`src/rtl/timer_irq_ctrl_if.sv`:
```
// Peripheral bus between the multicycle core and timer_irq_ctrl.
// Core drives the strobes; the controller returns registered readData.
interface timer_irq_ctrl_if;
  logic        chipSelect;
  logic        write;
  logic        read;
  logic [4:0]  addr;
  logic [31:0] writeData;
  logic [31:0] readData;

  modport master (
    output chipSelect, write, read,
    output addr, writeData,
    input  readData
  );

  modport slave (
    input  chipSelect, write, read,
    input  addr, writeData,
    output readData
  );
endinterface

```
`src/rtl/timer_irq_ctrl.sv`:
```
// Timer event interrupt controller: edge capture, mask,
// single irq with claim/complete over the peripheral bus.
module timer_irq_ctrl #(
  parameter int NUM_SRC = 4,
  parameter int ID_W    = 3
) (
  input  logic               clk,
  input  logic               rst,
  timer_irq_ctrl_if.slave    bus,
  input  logic [NUM_SRC-1:0] src,
  output logic               irq
);

  typedef enum logic [1:0] {
    IDLE    = 2'd0,
    ASSERT  = 2'd1,
    SERVICE = 2'd2
  } state_t;

  localparam logic [4:0] A_CTRL = 5'd0;
  localparam logic [4:0] A_EN   = 5'd1;
  localparam logic [4:0] A_PEND = 5'd2;
  localparam logic [4:0] A_OVR  = 5'd3;
  localparam logic [4:0] A_CLM  = 5'd4;
  localparam logic [4:0] A_STAT = 5'd5;

  state_t             state;
  state_t             nxt;
  logic               gen;
  logic [NUM_SRC-1:0] enable;
  logic [NUM_SRC-1:0] pending;
  logic [NUM_SRC-1:0] overrun;
  logic [NUM_SRC-1:0] prev_src;
  logic [ID_W-1:0]    svc_id;

  logic [NUM_SRC-1:0] edges;
  logic [NUM_SRC-1:0] pe;
  logic [NUM_SRC-1:0] sel;
  logic [ID_W-1:0]    id;
  logic [NUM_SRC-1:0] pclr;
  logic [NUM_SRC-1:0] oclr;
  logic [NUM_SRC-1:0] cclr;
  logic [NUM_SRC-1:0] pending_n;
  logic [NUM_SRC-1:0] overrun_n;
  logic               wr;
  logic               rd;
  logic               hit;
  logic               claim;
  logic               complete;
  logic [31:0]        rdata;
  logic               unused_wd;

  assign unused_wd = ^bus.writeData;

  // A write wins over a read in the same cycle.
  assign wr = bus.chipSelect & bus.write;
  assign rd = bus.chipSelect & bus.read
            & ~bus.write;

  assign edges = src & ~prev_src;
  assign pe    = pending & enable;
  assign hit   = gen & (|pe);

  // Lowest enabled pending source wins; id is index+1.
  always_comb begin
    id  = '0;
    sel = '0;
    for (int i = NUM_SRC-1; i >= 0; i--) begin
      if (pe[i]) begin
        id  = ID_W'(i + 1);
        sel = NUM_SRC'(1) << i;
      end
    end
  end

  assign claim = rd && (bus.addr == A_CLM)
              && (state == ASSERT)
              && (id != '0);
  assign complete = wr && (bus.addr == A_CLM)
              && (state == SERVICE)
              && (bus.writeData[ID_W-1:0] == svc_id);

  assign pclr = (wr && bus.addr == A_PEND)
              ? bus.writeData[NUM_SRC-1:0] : '0;
  assign oclr = (wr && bus.addr == A_OVR)
              ? bus.writeData[NUM_SRC-1:0] : '0;
  assign cclr = claim ? sel : '0;

  // New edges win over W1C and claim clears.
  assign pending_n = (pending & ~pclr & ~cclr)
                   | edges;
  assign overrun_n = (overrun & ~oclr)
                   | (edges & pending & ~cclr);

  // Next-state for the claim/complete handshake.
  always_comb begin
    nxt = state;
    unique case (state)
      IDLE:    if (hit) nxt = ASSERT;
      ASSERT:  if (claim) nxt = SERVICE;
               else if (!hit) nxt = IDLE;
      SERVICE: if (complete) nxt = IDLE;
      default: nxt = IDLE;
    endcase
  end

  // Read mux, sampled before this edge's side effects.
  always_comb begin
    rdata = '0;
    unique case (1'b1)
      (bus.addr == A_CTRL):
        rdata = {31'b0, gen};
      (bus.addr == A_EN):
        rdata = {{(32-NUM_SRC){1'b0}}, enable};
      (bus.addr == A_PEND):
        rdata = {{(32-NUM_SRC){1'b0}}, pending};
      (bus.addr == A_OVR):
        rdata = {{(32-NUM_SRC){1'b0}}, overrun};
      (bus.addr == A_CLM):
        rdata = claim
              ? {{(32-ID_W){1'b0}}, id} : '0;
      (bus.addr == A_STAT):
        rdata = {{(30-ID_W){1'b0}}, svc_id, state};
      default: rdata = '0;
    endcase
  end

  // All state, registered irq and read data.
  always_ff @(posedge clk) begin
    if (!rst) begin
      state        <= IDLE;
      gen          <= 1'b0;
      enable       <= '0;
      pending      <= '0;
      overrun      <= '0;
      prev_src     <= '0;
      svc_id       <= '0;
      irq          <= 1'b0;
      bus.readData <= '0;
    end else begin
      prev_src <= src;
      pending  <= pending_n;
      overrun  <= overrun_n;
      state    <= nxt;
      irq      <= (nxt == ASSERT);
      if (wr && bus.addr == A_CTRL)
        gen <= bus.writeData[0];
      if (wr && bus.addr == A_EN)
        enable <= bus.writeData[NUM_SRC-1:0];
      if (claim)
        svc_id <= id;
      else if (complete)
        svc_id <= '0;
      if (rd)
        bus.readData <= rdata;
    end
  end

endmodule
```
`src/flat_wrapper.sv`:
```
// flat-port wrapper written by rule: the top's interface ports become plain ports
module timer_irq_ctrl_flat 
#(
  parameter int NUM_SRC = 4,
  parameter int ID_W    = 3
)
  (clk, rst, src, irq, bus_chipSelect, bus_write, bus_read, bus_addr, bus_writeData, bus_readData);
  timer_irq_ctrl_if bus_i ();
  input  logic clk;
  input  logic rst;
  input  logic [NUM_SRC-1:0] src;
  output logic irq;
  input wire logic [$bits(bus_i.chipSelect)-1:0] bus_chipSelect;
  input wire logic [$bits(bus_i.write)-1:0] bus_write;
  input wire logic [$bits(bus_i.read)-1:0] bus_read;
  input wire logic [$bits(bus_i.addr)-1:0] bus_addr;
  input wire logic [$bits(bus_i.writeData)-1:0] bus_writeData;
  output wire logic [$bits(bus_i.readData)-1:0] bus_readData;
  assign bus_i.chipSelect = bus_chipSelect;
  assign bus_i.write = bus_write;
  assign bus_i.read = bus_read;
  assign bus_i.addr = bus_addr;
  assign bus_i.writeData = bus_writeData;
  assign bus_readData = bus_i.readData;
  timer_irq_ctrl #(.NUM_SRC(NUM_SRC), .ID_W(ID_W)) u_core (.clk(clk), .rst(rst), .bus(bus_i), .src(src), .irq(irq));
endmodule
```
`config.mk`:
```
export PLATFORM = sky130hd
export DESIGN_NAME = timer_irq_ctrl_flat
export DESIGN_NICKNAME = d
export VERILOG_FILES = /design/src/rtl/timer_irq_ctrl_if.sv /design/src/rtl/timer_irq_ctrl.sv /design/src/flat_wrapper.sv
export SDC_FILE = /design/constraint.sdc
export NUM_CORES = 1
export LEC_CHECK = 0
export CAP_MARGIN = 20
export CORE_MARGIN = 5
export CORE_UTILIZATION = 41
export DETAILED_ROUTE_END_ITERATION = 7
export MAX_ROUTING_LAYER = met4
export PLACE_DENSITY = 0.8
export SKIP_CTS_REPAIR_TIMING = 1
export SYNTH_ARGS = -nofsm -noshare
export SYNTH_HDL_FRONTEND = slang
export SYNTH_SLANG_ARGS = --single-unit
```
`constraint.sdc`:
```
create_clock -name clk -period 1.5 [get_ports clk]
set_input_delay 0.15 -clock clk [delete_from_list [all_inputs] [get_ports clk]]
set_output_delay 0.15 -clock clk [all_outputs]
set_load 0.01 [all_outputs]
```
==> results_dict.tcl <==
set metrics [dict create \
    grt_overflow_total 0 \
    wl_um 4020 \
    ys.flop_type "dfxtp_1" \
    crit_fanout 3 \
    p_leak_nw 0.961 \
    synthMuxAreaShare 0.0628 \
    synthAdderAreaFrac 0 \
    synth-edff-count 0 \
    crit_path_top_delay_cell "nor4_4" \
    crit_path_max_incr_delay_ns 0.36 \
    ys_seq_area_frac 0.331 \
    grtUsageTotal 0.152 \
    fin_crit_ns 1.56 \
    nFillCells 401 \
    grt_max_degree 17 \
    n_antenna_cell 0 \
    crit_family "simple AND/OR/NAND/NOR gates" \
    violations "setup timing" \
    finalSetupViolations 5 \
    hold_violations 0 \
    finalClockSkew_ns 0.00888 \
    dr_total_vias 1472 \
    rrSetupSlack_ns -0.06 \
    crit_path_end_kind "flop" \
    num-nets-final 288 \
    p_total_mw 1.64 \
    num_rows 23 \
    powerDensity_nw_per_um2 737 \
    r2r_end "u_core.overrun[0]" \
    worstPathArrival_ns 1.74 \
    grt_pass1_vias 1288 \
    drv_slew 0 \
    synth_cells 188 \
    worstSetupPathType "reg2reg" \
    status "finished, violations left" \
    place_hpwl_um 3060 \
    period_share 1.04 \
    hold_class "in2reg" \
    yosysUniqueCellTypes 50 \
    clk_latency_ns 0.28 \
    stdcell_area_um2 2230 \
    avgRoutedWirePerCell_um 13.8 \
    die_h_um 74.3 \
    crit_path_start "u_core.state[0]" \
    drc_errors 0 \
    root_buffer "clkbuf_8" \
    cap_violations 0 \
    drtAntennaViolNets 0 \
    ys.warnings.count 0 \
    synth-compound-area-share 0.173 \
    rsz0062_at_grt "true" \
    place.gp.congestion 0.885 \
    syn2layout_area_growth_pct 31.5 \
    crit_end "u_core.overrun[0]" \
    avgSynthCellArea_um2 9.00 \
    viasPerCell 5.06 \
    critPathLaunchType "flop" \
    start_util 0.423 \
    die_w_um 74.3 \
    clkTransAtPathRegs_ns 0.10 \
    clk_path_buf_depth 2 \
    h-tree-depth 1 \
    first_pass_iters 4 \
    cts_inserted_buffers 3 \
    cts_tree "built" \
    antenna_found_initial 0 \
    cp.required_ns 1.68 \
    path_buf_inv 1 \
    r2r_cells 5 \
    synth_seq_cells 28 \
    port_buffers 23 \
    drive_gt1_frac 0.257 \
    synth_xor_area_frac 0.0155 \
    final.setup.worst_slack_ns -0.0613 \
    async_flop_share 0 \
    path_cells "or2b_4 > nor4_4 > buf_4 > a21oi_4 > a32o_1" \
    core_um2 4000 \
    synthSimpleGateAreaFrac 0.257 \
    dp_slack_ns -0.490 \
    clock_sinks 28 \
    rr_startpoint "u_core.state[0]" \
    crit_cells 5 \
    ioPinCount 79 \
    synth_top_family_by_area "simple AND/OR/NAND/NOR gates" \
    dieArea_um2 5510 \
    syn_area_um2 1690 \
    drtIter0Drc 93 \
    fmax_ghz 0.640 \
    placed_cell_area_um2 2050 \
    ir_drop_mv 0.400 \
    grt_first_pass_wirelength_um 6150 \
]
==> flip-flops by register name (all words and copies together) (netlist names) <==
name	flops
u_core.bus.readData	5
u_core.state	2
u_core.svc_id	3
u_core.overrun	4
u_core.prev_src	4
u_core.gen	1
u_core.irq	1
u_core.enable	4
u_core.pending	4
==> worst min-delay path by stage <==
stage	depth (start not counted)	end	startpoint
finish	5	u_core.gen	bus_addr[1]
global route	2	u_core.prev_src[1]	src[1]
CTS	2	u_core.prev_src[1]	src[1]
detailed placement	2	u_core.bus.readData[0]	u_core.bus.readData[0]
global placement	2	u_core.bus.readData[0]	u_core.bus.readData[0]
floorplan	1	u_core.prev_src[0]	src[0]
==> kinds of logic after synthesis <==
family / Yosys count
flip-flops: 28
AO/OA/AOI/OAI: 39
buffers and inverters: 35
AND/OR/NAND/NOR: 73
multiplexers: 9
other: 1
XOR/XNOR: 3
==> power by group <==
part / internal (mW) / switching [mW]
Combinational: 0.126 / 0.130
Sequential: 0.766 / 0.0149
Clock: 0.358 / 0.246
Total: 1.25 / 0.391
==> per-layer routing <==
metal,track usage,share of wire,vias up
li1,-,-,726
met1,0.196,0.43,677
met2,0.238,0.47,60
met3,0.0243,0.084,9
met4,0.0593,0.020,0
met5,-,0,-
==> layout by cell type (no fill, tap or decap), types with 4 or more instances in the layout <==
cell type,n
a22o_1,5
a22oi_1,4
and2_1,6
buf_4,31
clkdlybuf4s50_1,16
conb_1,27
dfxtp_1,26
dlymetal6s2s_1,7
mux2i_1,5
nand2_1,20
nand3_1,6
nor2_1,12
nor2b_1,5
o21ai_0,4
o21ai_1,5
==> metrics by stage <==
stage,cells,TNS (ns),hold slack (ns),util
3_5_place_dp,284,-8.73,0.451,0.512
2_1_floorplan,214,0,0.272,-
6_report,291,-0.139,0.437,0.556
3_3_place_gp,284,-8.26,0.442,0.512
4_1_cts,288,-2.08,0.436,0.530
5_1_grt,291,-0.590,0.427,0.556
==> cells in the mapped netlist, types with 2 or more instances <==
library cell / n / area, um2
a32o_1: 2 / 20.0
clkbuf_1: 2 / 7.51
and2_1: 7 / 43.8
a22o_1: 5 / 43.8
nand2b_1: 2 / 12.5
nor3_1: 4 / 20.0
nand4_1: 3 / 18.8
nor2b_1: 5 / 31.3
nand3_1: 6 / 30.0
buf_6: 2 / 22.5
inv_1: 2 / 7.51
mux2i_1: 5 / 50.1
a221oi_1: 2 / 17.5
nand2_1: 20 / 75.1
mux2_2: 3 / 33.8
a22oi_1: 4 / 30.0
or2_2: 2 / 12.5
a32oi_1: 3 / 26.3
clkbuf_8: 2 / 27.5
buf_4: 27 / 203
nor2_1: 12 / 45.0
o21ai_0: 8 / 40.0
dfxtp_1: 28 / 561
xnor2_1: 3 / 26.3
a21oi_1: 4 / 20.0
==> final cells by class <==
| cell class | instances | area (um2) | area share |
|---|---|---|---|
| multi-input combinational | 151 | 1020 | 0.458 |
| inverter | 2 | 7.51 | 0.00337 |
| tap | 50 | 62.6 | 0.0281 |
| clock buffer | 3 | 41.3 | 0.0185 |
| sequential | 28 | 563 | 0.253 |
| timing repair buffer | 56 | 503 | 0.226 |
| clock inverter | 1 | 30.0 | 0.0135 |
==> tightest hold or removal path: stages <==
cell            delay [ns]
dlymetal6s2s_1        0.12
or2_2                 0.17
nor3_1                0.06
mux2i_1               0.11
nor2_1                0.08
No activity file was read; power rests on OpenSTA's default activity.
